`src/rtl/ita_package.sv`:
```
// ita_package: shared ITA dimensions, step encoding and mask-apply types.
package ita_package;

    localparam int N  = 16;
    localparam int M  = 64;
    localparam int WO = 8;

    typedef enum logic [2:0] {Idle, Q, K, V, QK, AV, OW} step_e;

    typedef struct packed {
        step_e step;
        logic  calc_en;
    } ctrl_t;

    // Lane value that drives a masked score to zero weight after softmax
    localparam logic signed [WO-1:0] MaskFillValue = {1'b1, {(WO-1){1'b0}}};

    typedef struct packed {
        logic          all_masked;
        logic [N*WO-1:0] data;
    } beat_t;

endpackage

```
`src/rtl/ita_mask_fifo.sv`:
```
// ita_mask_fifo: pending-mask FIFO; full pushes are dropped unless a pop frees a slot.
module ita_mask_fifo #(
    parameter  int DEPTH = 4,
    parameter  int WIDTH = 16,
    localparam int AW    = $clog2(DEPTH)
) (
    input  logic             clk_i,
    input  logic             rst_ni,
    input  logic             flush_i,
    input  logic             push_i,
    input  logic             pop_i,
    input  logic [WIDTH-1:0] data_i,
    output logic [WIDTH-1:0] data_o,
    output logic             full_o,
    output logic             empty_o,
    output logic [AW:0]      count_o
);

    logic [WIDTH-1:0] mem [DEPTH];
    logic [AW-1:0]    wr_ptr, rd_ptr;
    logic             do_push, do_pop;

    assign full_o  = count_o == (AW+1)'(DEPTH);
    assign empty_o = count_o == '0;
    assign do_pop  = pop_i && !empty_o;
    assign do_push = push_i && (!full_o || do_pop);
    assign data_o  = mem[rd_ptr];

    always_ff @(posedge clk_i or negedge rst_ni) begin
        if (!rst_ni) begin
            mem     <= '{default: '0};
            wr_ptr  <= '0;
            rd_ptr  <= '0;
            count_o <= '0;
        end else if (flush_i) begin
            wr_ptr  <= '0;
            rd_ptr  <= '0;
            count_o <= '0;
        end else begin
            if (do_push) begin
                mem[wr_ptr] <= data_i;
                wr_ptr      <= wr_ptr + 1'b1;
            end
            if (do_pop) rd_ptr <= rd_ptr + 1'b1;
            count_o <= count_o + (AW+1)'(do_push) - (AW+1)'(do_pop);
        end
    end

endmodule

```
`src/rtl/ita_mask_apply.sv`:
```
// ita_mask_apply: applies generator masks to QK results in calc order, through a 2-entry skid buffer.
module ita_mask_apply
    import ita_package::*;
#(
    parameter int MASK_FIFO_DEPTH = 4
) (
    input  logic            clk_i,
    input  logic            rst_ni,
    input  step_e           step_i,
    input  logic            calc_en_i,
    input  logic [N-1:0]    mask_i,
    input  logic            valid_i,
    output logic            ready_o,
    input  logic [N*WO-1:0] data_i,
    output logic            valid_o,
    input  logic            ready_i,
    output logic [N*WO-1:0] data_o,
    output logic            all_masked_o,
    output logic            overflow_o,
    output logic            underflow_o
);

    localparam int CW = $clog2(MASK_FIFO_DEPTH) + 1;

    logic            is_qk, cap_q, init_q, qk_beat, bypass, push;
    logic            fifo_full, fifo_empty, in_fire, out_fire;
    logic [N-1:0]    fifo_mask, sel_mask;
    logic [CW-1:0]   fifo_count;
    logic [N*WO-1:0] masked;
    logic [1:0]      cnt_q;
    beat_t           in_beat;
    beat_t           skid_q [2];

    // cap_q marks that mask_i carries the mask of last cycle's QK calc
    assign is_qk    = step_i == QK;
    assign qk_beat  = is_qk && valid_i && ready_o;
    assign bypass   = qk_beat && fifo_empty && cap_q;
    assign push     = cap_q && is_qk && !bypass;
    assign sel_mask = !is_qk ? '0 : !fifo_empty ? fifo_mask : cap_q ? mask_i : '0;

    ita_mask_fifo #(.DEPTH(MASK_FIFO_DEPTH), .WIDTH(N)) u_fifo (
        .clk_i   (clk_i),
        .rst_ni  (rst_ni),
        .flush_i (!is_qk),
        .push_i  (push),
        .pop_i   (qk_beat),
        .data_i  (mask_i),
        .data_o  (fifo_mask),
        .full_o  (fifo_full),
        .empty_o (fifo_empty),
        .count_o (fifo_count)
    );

    assert property (@(posedge clk_i) disable iff (!rst_ni) fifo_empty == (fifo_count == '0));

    always_comb begin
        masked = data_i;
        for (int l = 0; l < N; l++) if (sel_mask[l]) masked[l*WO +: WO] = MaskFillValue;
    end

    assign in_beat      = '{all_masked: is_qk && (&sel_mask), data: masked};
    assign ready_o      = init_q && cnt_q != 2'd2;
    assign valid_o      = cnt_q != '0;
    assign in_fire      = valid_i && ready_o;
    assign out_fire     = valid_o && ready_i;
    assign data_o       = skid_q[0].data;
    assign all_masked_o = skid_q[0].all_masked;

    always_ff @(posedge clk_i or negedge rst_ni) begin
        if (!rst_ni) begin
            cap_q       <= 1'b0;
            init_q      <= 1'b0;
            overflow_o  <= 1'b0;
            underflow_o <= 1'b0;
        end else begin
            cap_q       <= calc_en_i && is_qk;
            init_q      <= 1'b1;
            overflow_o  <= overflow_o | (push && fifo_full && !qk_beat);
            underflow_o <= underflow_o | (qk_beat && fifo_empty && !cap_q);
        end
    end

    // Head entry drives the outputs and only moves on a pop or when empty
    always_ff @(posedge clk_i or negedge rst_ni) begin
        if (!rst_ni) begin
            skid_q <= '{default: '0};
            cnt_q  <= '0;
        end else begin
            if (in_fire && (cnt_q == 2'd0 || (cnt_q == 2'd1 && out_fire))) skid_q[0] <= in_beat;
            else if (out_fire) skid_q[0] <= skid_q[1];
            if (in_fire && cnt_q == 2'd1 && !out_fire) skid_q[1] <= in_beat;
            cnt_q <= cnt_q + 2'(in_fire) - 2'(out_fire);
        end
    end

endmodule

```
`config.mk`:
```
export PLATFORM = sky130hd
export DESIGN_NAME = ita_mask_apply
export DESIGN_NICKNAME = d
export VERILOG_FILES = /design/src/rtl/ita_package.sv /design/src/rtl/ita_mask_fifo.sv /design/src/rtl/ita_mask_apply.sv
export SDC_FILE = /design/constraint.sdc
export NUM_CORES = 1
export LEC_CHECK = 0
export CAP_MARGIN = 20
export CORE_ASPECT_RATIO = 1.4
export CORE_MARGIN = 4
export CORE_UTILIZATION = 48
export CTS_BUF_LIST = sky130_fd_sc_hd__clkbuf_16
export CTS_CLUSTER_SIZE = 20
export DETAILED_ROUTE_END_ITERATION = 8
export PLACE_DENSITY_LB_ADDON = 0.3
export SLEW_MARGIN = 10
export SYNTH_ARGS = -nofsm -noshare
export SYNTH_HDL_FRONTEND = slang
export SYNTH_SLANG_ARGS = --single-unit
```
`constraint.sdc`:
```
create_clock -name clk_i -period 2.2 [get_ports clk_i]
set_input_delay 0.44 -clock clk_i [delete_from_list [all_inputs] [get_ports clk_i]]
set_output_delay 0.44 -clock clk_i [all_outputs]
set_load 0.1 [all_outputs]
```
After elaboration in Yosys (flattened, before gate mapping)
Cells that the tools add are included.
- register bits: 335
- input bits: 152
- output and inout bits: 133
- word-level logic and storage cells: 102
- $add $sub $neg: 6
- magnitude comparators: 3
- equality and inequality tests: 6
- multiplexer cells: 32
- bitwise gates (word level): 4
- reduce and logical (&&, ||, !) cells: 35
- operator list (kind ; count):
    two-way mux 129 bit ; 2
    two-way mux 8 bit ; 16
    two-way mux 16 bit ; 6
    bitwise mux 64 bit ; 1
    binary-select mux 16 bit (select 2 bit) ; 1
    demux 16 bit (select 2 bit) ; 1
    logical AND 1 bit ; 21
    AND reduction 16 bit ; 1
    two-way mux 2 bit ; 4
    equality test 3 bit, second input constant ; 2
    >= comparator 3 bit, second input constant ; 2
    zero test 1 bit ; 6
    NOT 2 -> 3 bit ; 2
    adder 2 x 1 -> 2 bit, second input constant ; 2
    inequality test 2 x 1 -> 1 bit, second input constant ; 2
    nonzero test 2 bit ; 2
    adder 3 x 1 -> 3 bit ; 1
    zero test 3 bit ; 1
    < comparator 3 x 1 -> 1 bit, second input constant ; 1
    two-way mux 3 bit ; 1
    subtractor 3 x 1 -> 3 bit ; 1
    adder 2 x 1 -> 2 bit ; 1
    equality test 2 x 1 -> 1 bit, second input constant ; 1
    zero test 2 bit ; 1
    other kinds (5) ; 7

Depth between registers and ports, before layout
Gate-level depths: netlist (run 1).
- depth in word-level cells: 11
- gate-level depth with buffers: 12
- depth with buffers taken out: 11

By module
From an unflattened synthesis (run 1), not the netlist that was laid out.
- cell total of the unflattened synthesis: 1702
- area total of the unflattened synthesis: 16407.0 um2
- by module, submodules not included (module ; times used ; cells an instance ; area an instance (um2) ; sequential area each (um2)):
    ita_mask_apply ; 1 ; 1499 ; 13146.4 ; 6606.3
    ita_mask_fifo ; 1 ; 203 ; 3260.6 ; 1776.7

Worst setup path after synthesis (run 1)
No wires, ideal clock.
- path type: in2reg
- start point: in step_i[1]
- end point: reg u_fifo.count_o[2]
- arrival time: 2.284 ns
- path slack: -0.216 ns
- stages: 12
- path buffers: 1
- cells stage by stage: nor2_1 > nand2_1 > clkbuf_1 > nor3_1 > ha_1 > inv_1 > ha_1 > inv_1 > fa_1 > xor2_1 > xnor2_1 > nor2_1
- cells in the longest elaborated chain, start to end: 11
- elaborated cells on any way between the ends: 14
- RTL lines (element ; line ; RTL):
    start, declared ; ita_mask_apply.sv:9 ; input step_e step_i,
    equality test 3 bit * ; ita_mask_apply.sv:35 ; assign is_qk = step_i == QK;
    logical AND 1 bit (2 in a row) ; ita_mask_apply.sv:36 ; assign qk_beat = is_qk && valid_i && ready_o;
    logical AND 1 bit (2 in a row) ; ita_mask_apply.sv:37 ; assign bypass = qk_beat && fifo_empty && cap_q;
    zero test 1 bit ; ita_mask_apply.sv:38 ; assign push = cap_q && is_qk && !bypass;
    logical AND 1 bit ; ita_mask_apply.sv:38 ;
    logical AND 1 bit ; ita_mask_fifo.sv:26 ; assign do_push = push_i && (!full_o || do_pop);
    adder 3 x 1 -> 3 bit ; ita_mask_fifo.sv:45 ; count_o <= count_o + (AW+1)'(do_push) - (AW+1)'(do_pop);
    subtractor 3 x 1 -> 3 bit ; ita_mask_fifo.sv:45 ;
    two-way mux 3 bit * ; ita_mask_fifo.sv:35 ; end else if (flush_i) begin
    end signal, assigned ; ita_mask_fifo.sv:45 ;
    end, declared ; ita_mask_fifo.sv:16 ; output logic [AW:0] count_o
Every way passes the cells marked *; elsewhere a longest branch is shown, timed or not.
A chain may end at the register's enable or synchronous reset.

Final worst setup path (run 1)
- start point: reg cnt_q[1]
- end point: reg u_fifo.count_o[2]
- cells in the longest elaborated chain, start to end: 11
- elaborated cells on any way between the ends: 13
- RTL lines (element ; line ; RTL):
    start, declared ; ita_mask_apply.sv:30 ; logic [1:0] cnt_q;
    start signal, assigned ; ita_mask_apply.sv:92 ; cnt_q <= cnt_q + 2'(in_fire) - 2'(out_fire);
    inequality test 2 bit * ; ita_mask_apply.sv:62 ; assign ready_o = init_q && cnt_q != 2'd2;
    logical AND 1 bit * ; ita_mask_apply.sv:62 ;
    logical AND 1 bit * ; ita_mask_apply.sv:36 ;
    logical AND 1 bit (2 in a row) ; ita_mask_apply.sv:37 ;
    zero test 1 bit ; ita_mask_apply.sv:38 ;
    logical AND 1 bit ; ita_mask_apply.sv:38 ;
    logical AND 1 bit ; ita_mask_fifo.sv:26 ;
    adder 3 x 1 -> 3 bit ; ita_mask_fifo.sv:45 ;
    subtractor 3 x 1 -> 3 bit * ; ita_mask_fifo.sv:45 ;
    two-way mux 3 bit * ; ita_mask_fifo.sv:35 ;
Marks and branches as above.

==> results of run 1 <==
## power groups by stage
| stage | Sequential [mW] | Clock [mW] | Combinational [mW] |
|---|---|---|---|
| 5_1_grt | 9.74 | 6.16 | 15.4 |
| 4_1_cts | 9.50 | 5.92 | 14.7 |
| 2_1_floorplan | 9.22 | 0 | 12.7 |
| 3_5_place_dp | 9.59 | 0 | 14.6 |
| 6_report | 9.49 | 5.79 | 14.6 |
| 3_3_place_gp | 9.50 | 0 | 14.4 |
## final cells by class
class | count | area, µm²
well taps | 445 | 557
flip-flops and latches | 335 | 8380
repair buffers | 371 | 3700
clock inverters | 24 | 184
diodes | 2 | 5.00
clock buffers | 37 | 926
inverters | 11 | 43.8
fillers | 2729 | 13200
multi-input cells | 969 | 6280
## routing by layer
layer / GRT usage, % / vias up
li1: - / 5600
met1: 29.0 / 5804
met2: 38.3 / 349
met3: 3.55 / 89
met4: 8.50 / 0
met5: 0 / -
## registers in the layout, indices dropped and copies added, names as in the netlist
name,cells
skid_q,129
cap_q,1
u_fifo.wr_ptr,2
init_q,1
all_masked_o,1
u_fifo.count_o,3
overflow_o,1
underflow_o,1
u_fifo.rd_ptr,2
u_fifo.mem,64
data_o,128
cnt_q,2
## critical path, delay by kind of cell (launching register included)
family                   cells  cell delay [ns]
XOR/XNOR                     2             0.34
adder cells (fa/ha/maj)      3             0.73
buffers and inverters        2             0.09
flip-flops                   1             0.40
AND/OR/NAND/NOR              4             0.42
## cell usage after synthesis, types with 2 or more instances
| cell | instances | area, µm² |
|---|---|---|
| nand3_4 | 5 | 87.6 |
| buf_1 | 4 | 15.0 |
| xnor2_1 | 5 | 43.8 |
| mux4_1 | 14 | 368 |
| a21oi_1 | 131 | 656 |
| or3_1 | 2 | 12.5 |
| o21ai_2 | 5 | 43.8 |
| a21o_1 | 8 | 60.1 |
| buf_4 | 128 | 961 |
| dfrtp_1 | 335 | 8380 |
| nand4_1 | 5 | 31.3 |
| clkbuf_1 | 53 | 199 |
| and4_1 | 2 | 17.5 |
| nand2_1 | 258 | 968 |
| a22o_1 | 2 | 17.5 |
| nor2b_1 | 9 | 56.3 |
| ha_1 | 8 | 100 |
| a211oi_1 | 129 | 968 |
| o21ai_0 | 12 | 60.1 |
| mux4_2 | 2 | 45.0 |
| and2b_1 | 5 | 37.5 |
| buf_6 | 20 | 225 |
| mux2_2 | 24 | 270 |
| mux2_4 | 40 | 601 |
| and2_1 | 132 | 826 |
| a21o_2 | 6 | 52.6 |
| and3_1 | 3 | 18.8 |
| inv_1 | 11 | 41.3 |
| nand3_1 | 18 | 90.1 |
| nor2_1 | 7 | 26.3 |
| o21ai_1 | 115 | 576 |
| buf_2 | 23 | 115 |
## final timing paths
path | from | endpoint | slack (ns) | cells after the start
min in group clk_i | underflow_o | underflow_o | 0.47 | 2
max | cnt_q[1] | u_fifo.count_o[2] | 0.11 | 11
max in group asynchronous | rst_ni | skid_q[103] | 1.03 | 4
min reg2reg | underflow_o | underflow_o | 0.47 | 2
min | rst_ni | skid_q[51] | 0.41 | 2
max reg2reg | cnt_q[1] | u_fifo.count_o[2] | 0.11 | 11
## repair_timing
item / CTS / global route
hold buffers: 1 / 0
setup endpoints to repair: 0 / 1
gates resized for setup: 0 / 3
hold endpoints to repair: 27 / 0
setup buffers: 0 / 0
## cell families after synthesis
kind of cell | count (synthesis) | share of synthesized area [%]
muxes | 81 | 7.99
DFF | 335 | 51.7
xor gates and xnor gates | 6 | 0.324
other | 1 | 0.0231
AOI/OAI and AO/OA | 413 | 15.3
buffers and inverters | 240 | 9.73
and+or+nand+nor | 459 | 14.1
adders and majority gates | 9 | 0.742
==> run_results.csv, run 1 <==
group,metric,value,unit
sta,fmax,0.479,GHz
clocking,cts_tree,"yes",
global_route,grt_pass1_vias,12300,
sta,holdWs,0.410,ns
clocking,htreeDepth,2,
worst_setup_path,worst_ep_arrival_time,2.48,ns
sta,final_max_slew_viol_count,0,
placed_design,io_buffer_count,284,
floorplanning,coreArea,33300,µm²
power,power.share.switching,48.2,%
floorplanning,start_util,48.6,%
detailed_routing,antenna_left,0,
job,maxCapViolCount,0,
power,p_sw,14.4,mW
sta,fin_tns_setup,0,ns
min_path,hp-class,"in2async",
sta,setup_slack,0.112,ns
global_route,antenna_found_initial,3,
worst_setup_path,crit_chain,"nand2b_4 -> nand3_4 -> nor3_2 -> ha_1 -> inv_1 -> ha_2 -> inv_2 -> fa_2 -> xor2_1 -> xnor2_1 -> nor2_1",
power,leakagePower,9.58,nW
cells_and_area,final_common_cell,"dfrtp_1",
detailed_routing,wl,41.6,mm
sta,fin_skew,0.0199,ns
detailed_routing,top_layer,"met4",
floorplanning,die-height,225,µm
worst_setup_path,slowest_delay,0.40,ns
yosys,synth-warning-count,0,
cells_and_area,final_cells,2194,
power,comb_power_share,48.9,%
cells_and_area,final_nets,1884,
placed_design,dp_hpwl,28.6,mm
placed_design,place_ws,-0.448,ns
detailed_routing,wl_per_cell,18.9,µm
global_route,track_usage,22.5,%
cells_and_area,syn_to_final_growth,23.9,%
worst_setup_path,critical_path_class,"reg2reg",
clocking,cts_sinks,335,
sta,final_hold_viol_count,0,
yosys,synth_area,16200,µm²
worst_setup_path,path_max_fanout,4,
yosys,synth_ff_type,"dfrtp_1",
detailed_routing,dr.pass1.iters,5,
sta,rsz0062_at_grt,"yes",
detailed_routing,wl_met3,2.01,mm
detailed_routing,first_iter_violations,933,
yosys,synthesis.instances,1544,
yosys,yosys_register_bits,335,
cells_and_area,final_layout_size_suffix_gt1_share,21.0,%
cells_and_area,final_core_util,60.3,%
clocking,cts_root_buf,"clkbuf_16",
cells_and_area,final_cell_mix,"335 x dfrtp_1, 257 x nand2_1, 177 x buf_4, 150 x clkdlybuf4s50_1",
yosys,synthArstFlopShare,100,%
placed_design,place.gp.congestion,0.839,
worst_setup_path,endpoint_kind,"flop",
floorplanning,io_pins,285,
placed_design,placedInstanceArea,18900,µm²
floorplanning,rows,79,
power,power-per-cell-area,1490,nW/µm²
worst_setup_path,crit_path_top_delay_cell,"dfrtp_1",
detailed_routing,drcViolationCount,0,
yosys,syn_area_per_cell,10.5,µm²
power,power_frac_clock,19.4,%
detailed_routing,viasPerCell,5.40,
yosys,synth_edf_count,0,
global_route,grt_max_degree,76,
global_route,overflow,0,
clocking,path_clk_slew,0.06,ns
yosys,yosysUniqueCellTypes,55,
power,power,29.9,mW
detailed_routing,vias,11800,
power,seqPwrFrac,31.8,%
clocking,clockBufferDepth,3,
yosys,syn_nets,1705,
clocking,cts-buffers-inserted,35,
cells_and_area,finish.instance_area,20100,µm²
floorplanning,dieWidth,163,µm
sta,setup_violations,0,
yosys,yosysSeqAreaShare,51.7,%
detailed_routing,met1Wirelength,16.9,mm
power,internal_power,15.5,mW
global_route,grt_pass1_wl,66.5,mm
power,vdd_drop_max,1390,µV
sta,finalCritPeriodShare,94.9,%
placed_design,place_inst,2130,
sta,period_minus_slack,2.09,ns
detailed_routing,met2WireLength,21.2,mm
worst_setup_path,crit_path_start_kind,"flop",
floorplanning,dieArea,36800,µm²
worst_setup_path,required,2.60,ns
clocking,clk_latency,0.52,ns
outcome,outcome,"complete, no violations",
Power figures use the tool's default switching activity.
==> run 2: changes to the inputs <==
--- a/config.mk
+++ b/config.mk
@@ -13,7 +13,8 @@
 export CTS_CLUSTER_SIZE = 20
 export DETAILED_ROUTE_END_ITERATION = 8
 export PLACE_DENSITY_LB_ADDON = 0.3
-export SLEW_MARGIN = 10
+export REMOVE_ABC_BUFFERS = 1
+export SLEW_MARGIN = 20
 export SYNTH_ARGS = -nofsm -noshare
 export SYNTH_HDL_FRONTEND = slang
 export SYNTH_SLANG_ARGS = --single-unit
==> run 2 against run 1 <==
Net effect:
- final cell count down 0.68%
- critical path depth down 8
- sequential share of layout area up 0.72 points
- largest power group unchanged
- first-iteration DRC count down 21%
- maximum frequency up 1.0%
- combinational power about the same
- critical endpoint is now valid_o
- clock power down 2%
- non-clock buffer count down 17
==> run_results.csv, run 2 (same netlist as run 1, synthesis figures left out) <==
group,metric,value,unit
clocking,clockBufferDepth,3,
clocking,clk_latency,0.52,ns
global_route,grt_pass1_wl,65.2,mm
detailed_routing,dr.pass1.iters,4,
detailed_routing,wl,40.6,mm
sta,final_hold_viol_count,0,
sta,worst_pin_slew,0.811,ns
sta,period_minus_slack,2.07,ns
sta,final_max_slew_viol_count,0,
detailed_routing,drcViolationCount,0,
cells_and_area,final_core_util,59.3,%
cells_and_area,largest_reg_flops,129,
floorplanning,dieArea,36800,µm²
cells_and_area,seq_area,8380,µm²
sta,holdWs,0.425,ns
cells_and_area,final_layout_size_suffix_gt1_share,20.0,%
placed_design,place_inst,2113,
detailed_routing,first_iter_violations,733,
clocking,cts_root_buf,"clkbuf_16",
sta,fin_tns_setup,0,ns
cells_and_area,final_cell_mix,"334 x dfrtp_1, 256 x nand2_1, 175 x buf_4, 150 x clkdlybuf4s50_1",
power,leakagePower,9.42,nW
cells_and_area,final_nets,1867,
worst_setup_path,reg2reg_depth,10,
cells_and_area,multi_input_area,6280,µm²
cells_and_area,syn_to_final_growth,21.8,%
global_route,grt_pass1_vias,12400,
worst_setup_path,critical_path_class,"reg2out",
placed_design,io_buffer_count,284,
floorplanning,start_util,48.6,%
power,power-per-cell-area,1500,nW/µm²
worst_setup_path,required,1.76,ns
power,vdd_drop_max,1220,µV
global_route,antenna_found_initial,4,
clocking,cts_sinks,335,
detailed_routing,wl_per_cell,18.6,µm
global_route,track_usage,21.9,%
worst_setup_path,endpoint_kind,"output port",
floorplanning,rows,79,
floorplanning,dieWidth,163,µm
worst_setup_path,r2r-start,"cnt_q[0]",
worst_setup_path,crit_path_start_kind,"flop",
sta,finalCritPeriodShare,94.0,%
job,maxCapViolCount,0,
worst_setup_path,path_max_fanout,4,
detailed_routing,viasPerCell,5.40,
cells_and_area,final_common_cell,"dfrtp_1",
outcome,outcome,"complete, no violations",
floorplanning,die-height,225,µm
cells_and_area,final_cells,2179,
sta,fmax,0.484,GHz
floorplanning,io_pins,285,
global_route,grt_max_degree,130,
sta,relSlewSlack,45.9,%
detailed_routing,vias,11800,
worst_setup_path,worst_ep_arrival_time,1.63,ns
sta,setup_violations,0,
clocking,cts_tree,"yes",
floorplanning,coreArea,33300,µm²
placed_design,place.gp.congestion,0.797,
placed_design,dp_hpwl,26.7,mm
cells_and_area,regMostFlops,"skid_q",
worst_setup_path,crit_start,"cnt_q[1]",
global_route,overflow,0,
sta,fin_skew,0.0217,ns
clocking,htreeDepth,2,
detailed_routing,antenna_left,0,
clocking,path_clk_slew,0.06,ns
clocking,cts-buffers-inserted,35,
min_path,hp-class,"in2async",
power,power,29.5,mW
cells_and_area,n_fill_cell,2884,
==> run 2: cell types whose count changed in the layout (fill, tap and decap cells not counted), moves of 2 or more <==
cell / change
clkinv_2: -2
inv_1: +7
buf_12: -15
buf_4: -2
clkinv_1: -2
==> run 2: what timing repair did <==
action | in CTS | in global routing
hold buffers | 1 | 0
buffers inserted | 0 | 0
resized for setup | 0 | 8
setup endpoints to repair | 0 | 2
endpoints found under the hold margin | 38 | 0
==> run 2: worst paths after layout <==
check / to / slack [ns]
worst max register to register: u_fifo.count_o[2] / 0.14
worst min register to register: skid_q[3] / 0.48
worst min-delay path: data_o[16] / 0.42
max in group asynchronous: skid_q[43] / 1.05
min in group clk_i: skid_q[3] / 0.48
worst max-delay path: valid_o / 0.13
==> run 2: cell type report <==
class | count | area share (%)
Clock inverter | 25 | 0.805
Multi-Input combinational cell | 969 | 31.8
Inverter | 11 | 0.222
Sequential cell | 335 | 42.5
Tap cell | 445 | 2.82
Timing Repair Buffer | 354 | 17.1
Antenna cell | 3 | 0.0380
Clock buffer | 37 | 4.69
==> run 2: per-layer routing <==
metal | vias to the layer above | GRT usage, % | part of all wire, %
li1 | 5570 | - | -
met1 | 5849 | 27.4 | 40
met2 | 280 | 38.6 | 52
met3 | 68 | 3.62 | 4.5
met4 | 2 | 7.04 | 2.6
met5 | - | 0 | 0.020
==> run 2: power breakdown <==
group,switching [mW],leakage (nW),internal [mW]
combinational,10.8,4.54,3.66
clock,2.39,0.566,3.26
sequential,1.15,4.32,8.31
==> run 2: through the flow <==
step	setup WS, ns	instance area (µm²)
floorplan	-6.42	14700
global placement	-0.440	18600
detailed placement	-0.450	18600
CTS	0.00970	19700
global route	-0.00485	19700
finish	0.132	19700
==> run 2: critical path: stages, from the launching register on <==
cell and delay, ns:
dfrtp_1 0.41, buf_4 0.17, or2_2 0.35, buf_12 0.19
